--- config.mk ---
export PLATFORM = sky130hd
export DESIGN_NAME = cmp_sort_ctrl
export DESIGN_NICKNAME = d
export VERILOG_FILES = /design/src/rtl/cmp_sort_pkg.sv /design/src/rtl/data_cmp8.sv /design/src/rtl/cmp_sort_ctrl.sv
export SDC_FILE = /design/constraint.sdc
export NUM_CORES = 1
export LEC_CHECK = 0
export CORE_MARGIN = 5
export CORE_UTILIZATION = 39
export DETAILED_ROUTE_END_ITERATION = 16
export GPL_ROUTABILITY_DRIVEN = 1
export PLACE_DENSITY_LB_ADDON = 0.3
export REMOVE_ABC_BUFFERS = 1
export SETUP_SLACK_MARGIN = 0.05
export SYNTH_ARGS = -nofsm -noshare
export SYNTH_HDL_FRONTEND = slang
export SYNTH_HIERARCHICAL = 1
export SYNTH_SLANG_ARGS = --single-unit
--- constraint.sdc ---
create_clock -name iClk -period 4.1 [get_ports iClk]
set_input_delay 0.615 -clock iClk [delete_from_list [all_inputs] [get_ports iClk]]
set_output_delay 0.615 -clock iClk [all_outputs]
set_load 0.01 [all_outputs]
--- src/rtl/cmp_sort_pkg.sv ---
// -----------------------------------------------------------------------------
// cmp_sort_pkg
//   Definitions shared by the block sorter and its comparator:
//     state_t     - sequencer states (LOAD, SORT, OUT)
//     CMP_*       - bit positions inside the 3-bit comparator result {gt,eq,lt}
//     sortCycles  - number of SORT cycles needed for a block of 'depth' samples
// -----------------------------------------------------------------------------
package cmp_sort_pkg;

  typedef enum logic [1:0] {
    LOAD = 2'd0,
    SORT = 2'd1,
    OUT  = 2'd2
  } state_t;

  // Comparator result bit positions; exactly one of these is set.
  localparam int CMP_GT = 2;
  localparam int CMP_EQ = 1;
  localparam int CMP_LT = 0;

  // A full bubble sort with no early exit performs this many compares,
  // one per clock.
  function automatic int sortCycles(input int depth);
    return depth * (depth - 1) / 2;
  endfunction

endpackage

--- src/rtl/data_cmp8.sv ---
// -----------------------------------------------------------------------------
// data_cmp8
//   Single combinational 8-bit unsigned magnitude comparator.
//   Ports:
//     iData_a  in  [7:0]  operand A
//     iData_b  in  [7:0]  operand B
//     oData    out [2:0]  {A>B, A==B, A<B}, one-hot
// -----------------------------------------------------------------------------
module data_cmp8
  import cmp_sort_pkg::*;
(
  input  logic [7:0] iData_a,
  input  logic [7:0] iData_b,
  output logic [2:0] oData
);

  always_comb begin
    // NOTE: every always_comb output gets a default first so no path can
    // leave it unassigned and infer a latch.
    oData         = '0;
    oData[CMP_GT] = (iData_a >  iData_b);
    oData[CMP_EQ] = (iData_a == iData_b);
    oData[CMP_LT] = (iData_a <  iData_b);
  end

endmodule

--- src/rtl/cmp_sort_ctrl.sv ---
// -----------------------------------------------------------------------------
// cmp_sort_ctrl
//   Block sorter: accepts DEPTH samples over a valid/ready stream, bubble-sorts
//   them in place using one shared 8-bit comparator (one compare per clock),
//   then streams them out ascending (iDesc=0) or descending (iDesc=1).
//
//   Parameters:
//     WIDTH  sample width; the comparator is 8 bits wide, so only 8 is legal
//     DEPTH  samples per block, 2..16
//
//   Ports:
//     iClk    in   clock, rising edge
//     iRst    in   synchronous reset, active-high; aborts any block in flight
//     iData   in   input sample
//     iValid  in   iData valid
//     oReady  out  sample accepted when high (LOAD only)
//     iDesc   in   order select, sampled with the first sample of a block
//     oData   out  output sample, mem[rdIdx]
//     oValid  out  oData valid (OUT only)
//     iReady  in   consumer accepts oData
//     oLast   out  final sample of the block is on oData
//     oBusy   out  sorting in progress
// -----------------------------------------------------------------------------
module cmp_sort_ctrl
  import cmp_sort_pkg::*;
#(
  parameter int WIDTH = 8,
  parameter int DEPTH = 4
) (
  input  logic             iClk,
  input  logic             iRst,
  input  logic [WIDTH-1:0] iData,
  input  logic             iValid,
  output logic             oReady,
  input  logic             iDesc,
  output logic [WIDTH-1:0] oData,
  output logic             oValid,
  input  logic             iReady,
  output logic             oLast,
  output logic             oBusy
);

  localparam int IDX_W = $clog2(DEPTH);
  typedef logic [IDX_W-1:0] idx_t;

  localparam idx_t LAST_IDX  = idx_t'(DEPTH - 1);
  localparam idx_t LAST_PASS = idx_t'(DEPTH - 2);

  state_t     state;
  // Register array rather than RAM: a swap writes two entries in one cycle.
  logic [WIDTH-1:0] mem [DEPTH];
  idx_t       wrIdx;
  idx_t       rdIdx;
  idx_t       pass;
  idx_t       j;
  logic       desc;

  // ---------------------------------------------------------------------------
  // Shared comparator, always looking at the adjacent pair (mem[j], mem[j+1]).
  // j never exceeds DEPTH-2, so j+1 stays inside the array.
  // ---------------------------------------------------------------------------
  idx_t       jNext;
  logic [2:0] cmp;
  logic       swap;
  logic       passEnd;
  logic       lastCompare;

  assign jNext = j + idx_t'(1);

  data_cmp8 uCmp (
    .iData_a (mem[j]),
    .iData_b (mem[jNext]),
    .oData   (cmp)
  );

  // Equal values never swap, which keeps the sort stable.
  assign swap        = (!desc && cmp[CMP_GT]) || (desc && cmp[CMP_LT]);
  // Each pass bubbles one more element into its final slot, so the pass
  // shrinks by one compare each time.
  assign passEnd     = (j == (LAST_PASS - pass));
  assign lastCompare = (pass == LAST_PASS) && (j == '0);

  // ---------------------------------------------------------------------------
  // Sequencer and datapath state
  // ---------------------------------------------------------------------------
  always_ff @(posedge iClk) begin
    if (iRst) begin
      // NOTE: state is written with non-blocking assignments so every
      // register samples the pre-edge values of the others.
      state <= LOAD;
      wrIdx <= '0;
      rdIdx <= '0;
      pass  <= '0;
      j     <= '0;
      desc  <= 1'b0;
      // NOTE: the sample array is cleared on reset so an aborted block can
      // never leak onto oData; a register array (not RAM) makes this legal.
      for (int i = 0; i < DEPTH; i++) begin
        mem[i] <= '0;
      end
    end else begin
      case (state)
        LOAD: begin
          if (iValid) begin
            mem[wrIdx] <= iData;
            // The sort order belongs to the block and is fixed by its first
            // sample; later iDesc values are ignored.
            if (wrIdx == '0) begin
              desc <= iDesc;
            end
            if (wrIdx == LAST_IDX) begin
              wrIdx <= '0;
              pass  <= '0;
              j     <= '0;
              state <= SORT;
            end else begin
              wrIdx <= wrIdx + idx_t'(1);
            end
          end
        end

        SORT: begin
          if (swap) begin
            mem[j]     <= mem[jNext];
            mem[jNext] <= mem[j];
          end
          if (passEnd) begin
            j    <= '0;
            pass <= pass + idx_t'(1);
          end else begin
            j <= jNext;
          end
          // Fixed-length sort: no early exit even if the data is already
          // in order, so the latency is constant.
          if (lastCompare) begin
            pass  <= '0;
            state <= OUT;
          end
        end

        OUT: begin
          if (iReady) begin
            if (rdIdx == LAST_IDX) begin
              rdIdx <= '0;
              state <= LOAD;
            end else begin
              rdIdx <= rdIdx + idx_t'(1);
            end
          end
        end

        default: begin
          state <= LOAD;
        end
      endcase
    end
  end

  // ---------------------------------------------------------------------------
  // Outputs: pure decodes of registered state, so they are glitch-free and
  // change only on the clock edge. An illegal state encoding drives all
  // handshakes low for one cycle before recovering to LOAD.
  // ---------------------------------------------------------------------------
  assign oReady = (state == LOAD);
  assign oBusy  = (state == SORT);
  assign oValid = (state == OUT);
  assign oLast  = oValid && (rdIdx == LAST_IDX);
  assign oData  = mem[rdIdx];

endmodule

* Yosys cells after proc, flatten, opt, wreduce, memory -nomap -nowiden
Memory sizes are Yosys's and may differ from the RTL's. A register that Yosys moved wholly into a read port is not among the register bits.
Index checks and enable logic that the tools add are counted.
** Storage, ports and cells
- Register bits after elaboration :: 11
- Memory bits (writable) :: 32
- Input bits :: 13
- Output and inout bits :: 12
- Logic and storage cells :: 83
- Memories kept :: 1
** Operators by class
- Add/subtract/negate cells :: 5
- Order comparisons :: 2
- Eq/ne operators :: 12
- Muxes and demuxes :: 38
- Reduce and logical (&&, ||, !) cells :: 19
** Memories
- mem :: words 4, width 8, rd ports 3, clocked after Yosys merged registers in 2, write ports 4, line cmp_sort_ctrl.sv:51 : logic [WIDTH-1:0] mem [DEPTH];
** Operators with widths (count)
- 2-to-1 mux 2 bit :: 19
- 2-to-1 mux 8 bit :: 3
- OR reduction 8 bit :: 3
- 2-to-1 mux 1 bit :: 13
- adder 2 x 1 -> 2 bit, second input constant :: 4
- == test 2 bit, second input constant :: 4
- > comparator 8 bit :: 1
- less-than comparator 8 bit :: 1
- inequality test 2 x 1 -> 1 bit, second input constant :: 4
- case mux 2 bit (2 select lines) :: 2
- logical NOT 2 bit :: 3
- case mux 2 bit (3 select lines) :: 1
- AND reduction 3 bit :: 2
- AND reduction 5 bit :: 1
- logical AND 1 bit :: 4
- AND reduction 2 bit :: 2
- AND reduction 4 bit :: 1
- inequality test 3 x 1 -> 1 bit, second input constant :: 1
- == test 2 x 1 -> 1 bit, second input constant :: 1
- == test 2 bit :: 1
- inequality test 2 bit, second input constant :: 1
- nonzero test 2 bit :: 1
- subtractor 2 bit, first input constant :: 1
- logical NOT 1 bit :: 1
- logical OR 1 bit :: 1

* Logic depth before layout (Yosys ltp)
An unclocked memory read counts as a cell.
- Depth after elaboration :: 11
- Mapped depth :: 17

* Hierarchy
The synthesis kept the hierarchy.
** Modules (own cells, without submodules)
- cmp_sort_ctrl :: times used 1, cells an instance 261, area an instance 2985.4 um^2
- data_cmp8 :: times used 1, cells an instance 29, area an instance 225.2 um^2

* Least setup slack after synthesis
No wires, ideal clock.
- Path type :: register to register
- Start :: register j[0]
- End :: memory mem[3][0], enable pin
- Library setup time :: 0.377 ns
- Arrival time :: 3.977 ns
- Data required time :: 3.723 ns
- Slack :: -0.255 ns
- Cell stages (with the launch flop) :: 17
- Clock period less this slack :: 4.355 ns
- Cell sequence :: dfxtp_1 buf_2 inv_1 ha_1 buf_2 mux4_2 inv_1 ha_1 nor2b_4 o211ai_2 a21oi_2 nor2_1 mux2_2 clkbuf_1 nand3_1 buf_2 a22oi_1
** RTL lines
- start: declaration :: line cmp_sort_ctrl.sv:55 : idx_t j;
- start signal: assignment :: line cmp_sort_ctrl.sv:131 : j <= jNext;
- end: declaration :: line cmp_sort_ctrl.sv:51

==> results.tsv <==
metric	value	unit
num_io_pins	25	
status	completed	
cts_max_path_buffers	2	
synth.distinct_cells	49	
cts_tree	done	
grt_pass1_vias	2527	
place_congestion	0.824	
cts_max_level	2	
wl	8390	um
portBuffers	24	
max_slew.worst_pin.slew	0.851	ns
die_y	101	um
track_usage	17.6	%
hold_viol_final	0	
grt_max_degree	17	
drc	0	
dp_slack	0.205	ns
final_common_cell	nand2_1	
rsz0062_at_grt	false	
crit_path_top_delay_cell	mux4_2	
synth_top_area_share	29.9	%
path_clk_slew	0.09	ns
rows	33	
avgViaCountPerCell	5.87	
synth_top_area_cell	edfxtp_1	
end_kind	flip-flop	
fin_crit_sh	91.8	%
cts-buffers-inserted	5	
max_freq	0.266	GHz
cp.required	4.09	ns
grt_remaining_overflow	0	
antenna_found_initial	0	
synth_edf_count	32	
insertion_delay	0.30	ns
synth.area.top_cells	edfxtp_1 30%, mux4_2 17%, dfxtp_1 9.4%, ha_1 6.2%, nand2_1 4.6%	
synthToLayoutAreaGrowth	16.9	%
drt_pass1_iterations	4	
ant_nets	0	
stdcell_area	0.00375	mm^2
worstPathArrival	3.76	ns
final_cell_mix	39 x nand2_1, 32 x edfxtp_1, 24 x mux4_2, 24 x clkdlybuf4s50_1, 23 x a21oi_1	
final-instance-count-excl-fill	426	
slew_viol_final	0	
syn-cell-area	0.00321	mm^2
drive_above_1_share	19.3	%
initial_core_util	39.5	%
wire_per_inst	19.7	um
ctsHoldBuffers	0	
die_area	0.0101	mm^2
post-route-min-period	3.76	ns
hp-class	reg2reg	
synth_cells	290	
cp_cell_sequence	inv_1 > ha_2 > mux4_2 > inv_1 > ha_1 > nor2b_4 > o211ai_2 > a21oi_2 > o21ba_1 > mux2_2 > nand2_1 > o21ai_0 > a211o_1	
placed_cell_area	0.00362	mm^2
crit_path_start_kind	flip-flop	
slowest_delay	0.57	ns
diodes	0	
p_leak	1.41	nW
synth_async_sr_flop_share	0	%
worst_slack	0.337	ns
nFillCells	745	
seq_area_frac_synth	39.3	%
fin_nets	349	
cap_violations	0	
power.ir.vdd_worst	119	uV
worst-setup-path-type	reg2reg	
critPathMaxFanout	8	
max_slew_margin	43.2	%
power-per-cell-area	295	mW/mm^2
cts-root-buf	clkbuf_8	
coreArea	0.00813	mm^2
synth_ff_type	edfxtp_1	
vias	2502	
finalSetupViolCount	0	
finalClockSkew	0.00946	ns
first_iter_violations	139	
dpl.cell_count	418	
crit_path_frequent_cell	inv_1	
grt_pass1_wl	13600	um
ys_seq_elements	47	
dpl.hpwl	5940	um
synth_warnings	6	
syn_avg_cell_area	11.1	um^2
die_x	101	um
clock_sinks	47	
## power breakdown
| group | switching (mW) | internal [mW] |
|---|---|---|
| registers | 0.0196 | 0.532 |
| clock network | 0.168 | 0.220 |
| logic | 0.0901 | 0.0785 |
| total | 0.277 | 0.830 |
## logic make-up (layout without fill, tap and decap cells)
group / count (synthesis) / in the layout / share of synthesized area (%)
AND/OR/NAND/NOR: 84 / 84 / 13.1
AO/OA/AOI/OAI: 83 / 83 / 19.2
flip-flops: 47 / 47 / 39.3
buffers and inverters: 33 / 64 / 4.48
multiplexers: 25 / 25 / 17.2
adder cells (fa/ha/maj): 16 / 16 / 6.24
XOR/XNOR: 2 / 2 / 0.546
## what timing repair did
item	in CTS	in global routing
buffers inserted	0	0
setup endpoints to repair	0	39
resized for setup	0	1
## Yosys cell counts (all sizes together), types with 9 or more instances
| library cell | n |
|---|---|
| nand2 | 39 |
| edfxtp | 32 |
| a21oi | 24 |
| mux4 | 24 |
| nor2 | 20 |
| ha | 16 |
| dfxtp | 15 |
| inv | 15 |
| o21ai | 13 |
| a32oi | 9 |
| buf | 9 |
| clkbuf | 9 |
## state kept, by name, summed over array words and instances (netlist names), named ones only
name,flops
desc,1
j,2
mem,32
pass,2
rdIdx,2
state,2
wrIdx,2
## worst max-delay path: cells and delay by family (launching register included)
| kind | cells | cell delay (ns) |
|---|---|---|
| buffers and inverters | 2 | 0.17 |
| AND/OR/NAND/NOR | 2 | 0.31 |
| adder cells (fa/ha/maj) | 2 | 0.75 |
| flip-flops | 1 | 0.34 |
| AO/OA/AOI/OAI | 5 | 1.05 |
| multiplexers | 2 | 0.84 |
## worst paths after layout
check | slack (ns) | endpoint | startpoint | depth (start not counted)
worst max-delay path | 0.34 | mem[0][2] | j[1] | 13
worst min-delay path | 0.49 | rdIdx[1] | rdIdx[1] | 2
worst max register to register | 0.34 | mem[0][2] | j[1] | 13
worst min register to register | 0.49 | rdIdx[1] | rdIdx[1] | 2
## cell type report
cell class	instances	area [um^2]	share of cell area, %
clock inverter	1	30.0	0.800
sequential	47	1260	33.6
timing repair buffer	41	368	9.80
multi-input combinational	210	1810	48.2
inverter	15	56.3	1.50
tap	105	131	3.50
clock buffer	7	97.6	2.60
## metal layers
| metal | GRT usage, % | part of all wire [%] | wire length [um] | vias to the layer above |
|---|---|---|---|---|
| met5 | 0 | 0 | 0 | - |
| met4 | 4.35 | 0.89 | 75 | 0 |
| met3 | 2.77 | 7.9 | 666 | 7 |
| met2 | 28.0 | 47 | 3980 | 108 |
| met1 | 25.1 | 44 | 3670 | 1210 |
| li1 | - | - | - | 1177 |
## metrics by stage
step	utilization (%)	total power, mW	setup TNS, ns	hold slack [ns]
2_1_floorplan	-	0.658	-4.36	0.435
3_3_place_gp	44.5	0.727	0	0.469
3_5_place_dp	44.5	0.731	0	0.476
4_1_cts	46.1	1.11	0	0.490
5_1_grt	46.1	1.15	0	0.515
6_report	46.1	1.11	0	0.486
Power figures use the tool's default switching activity.
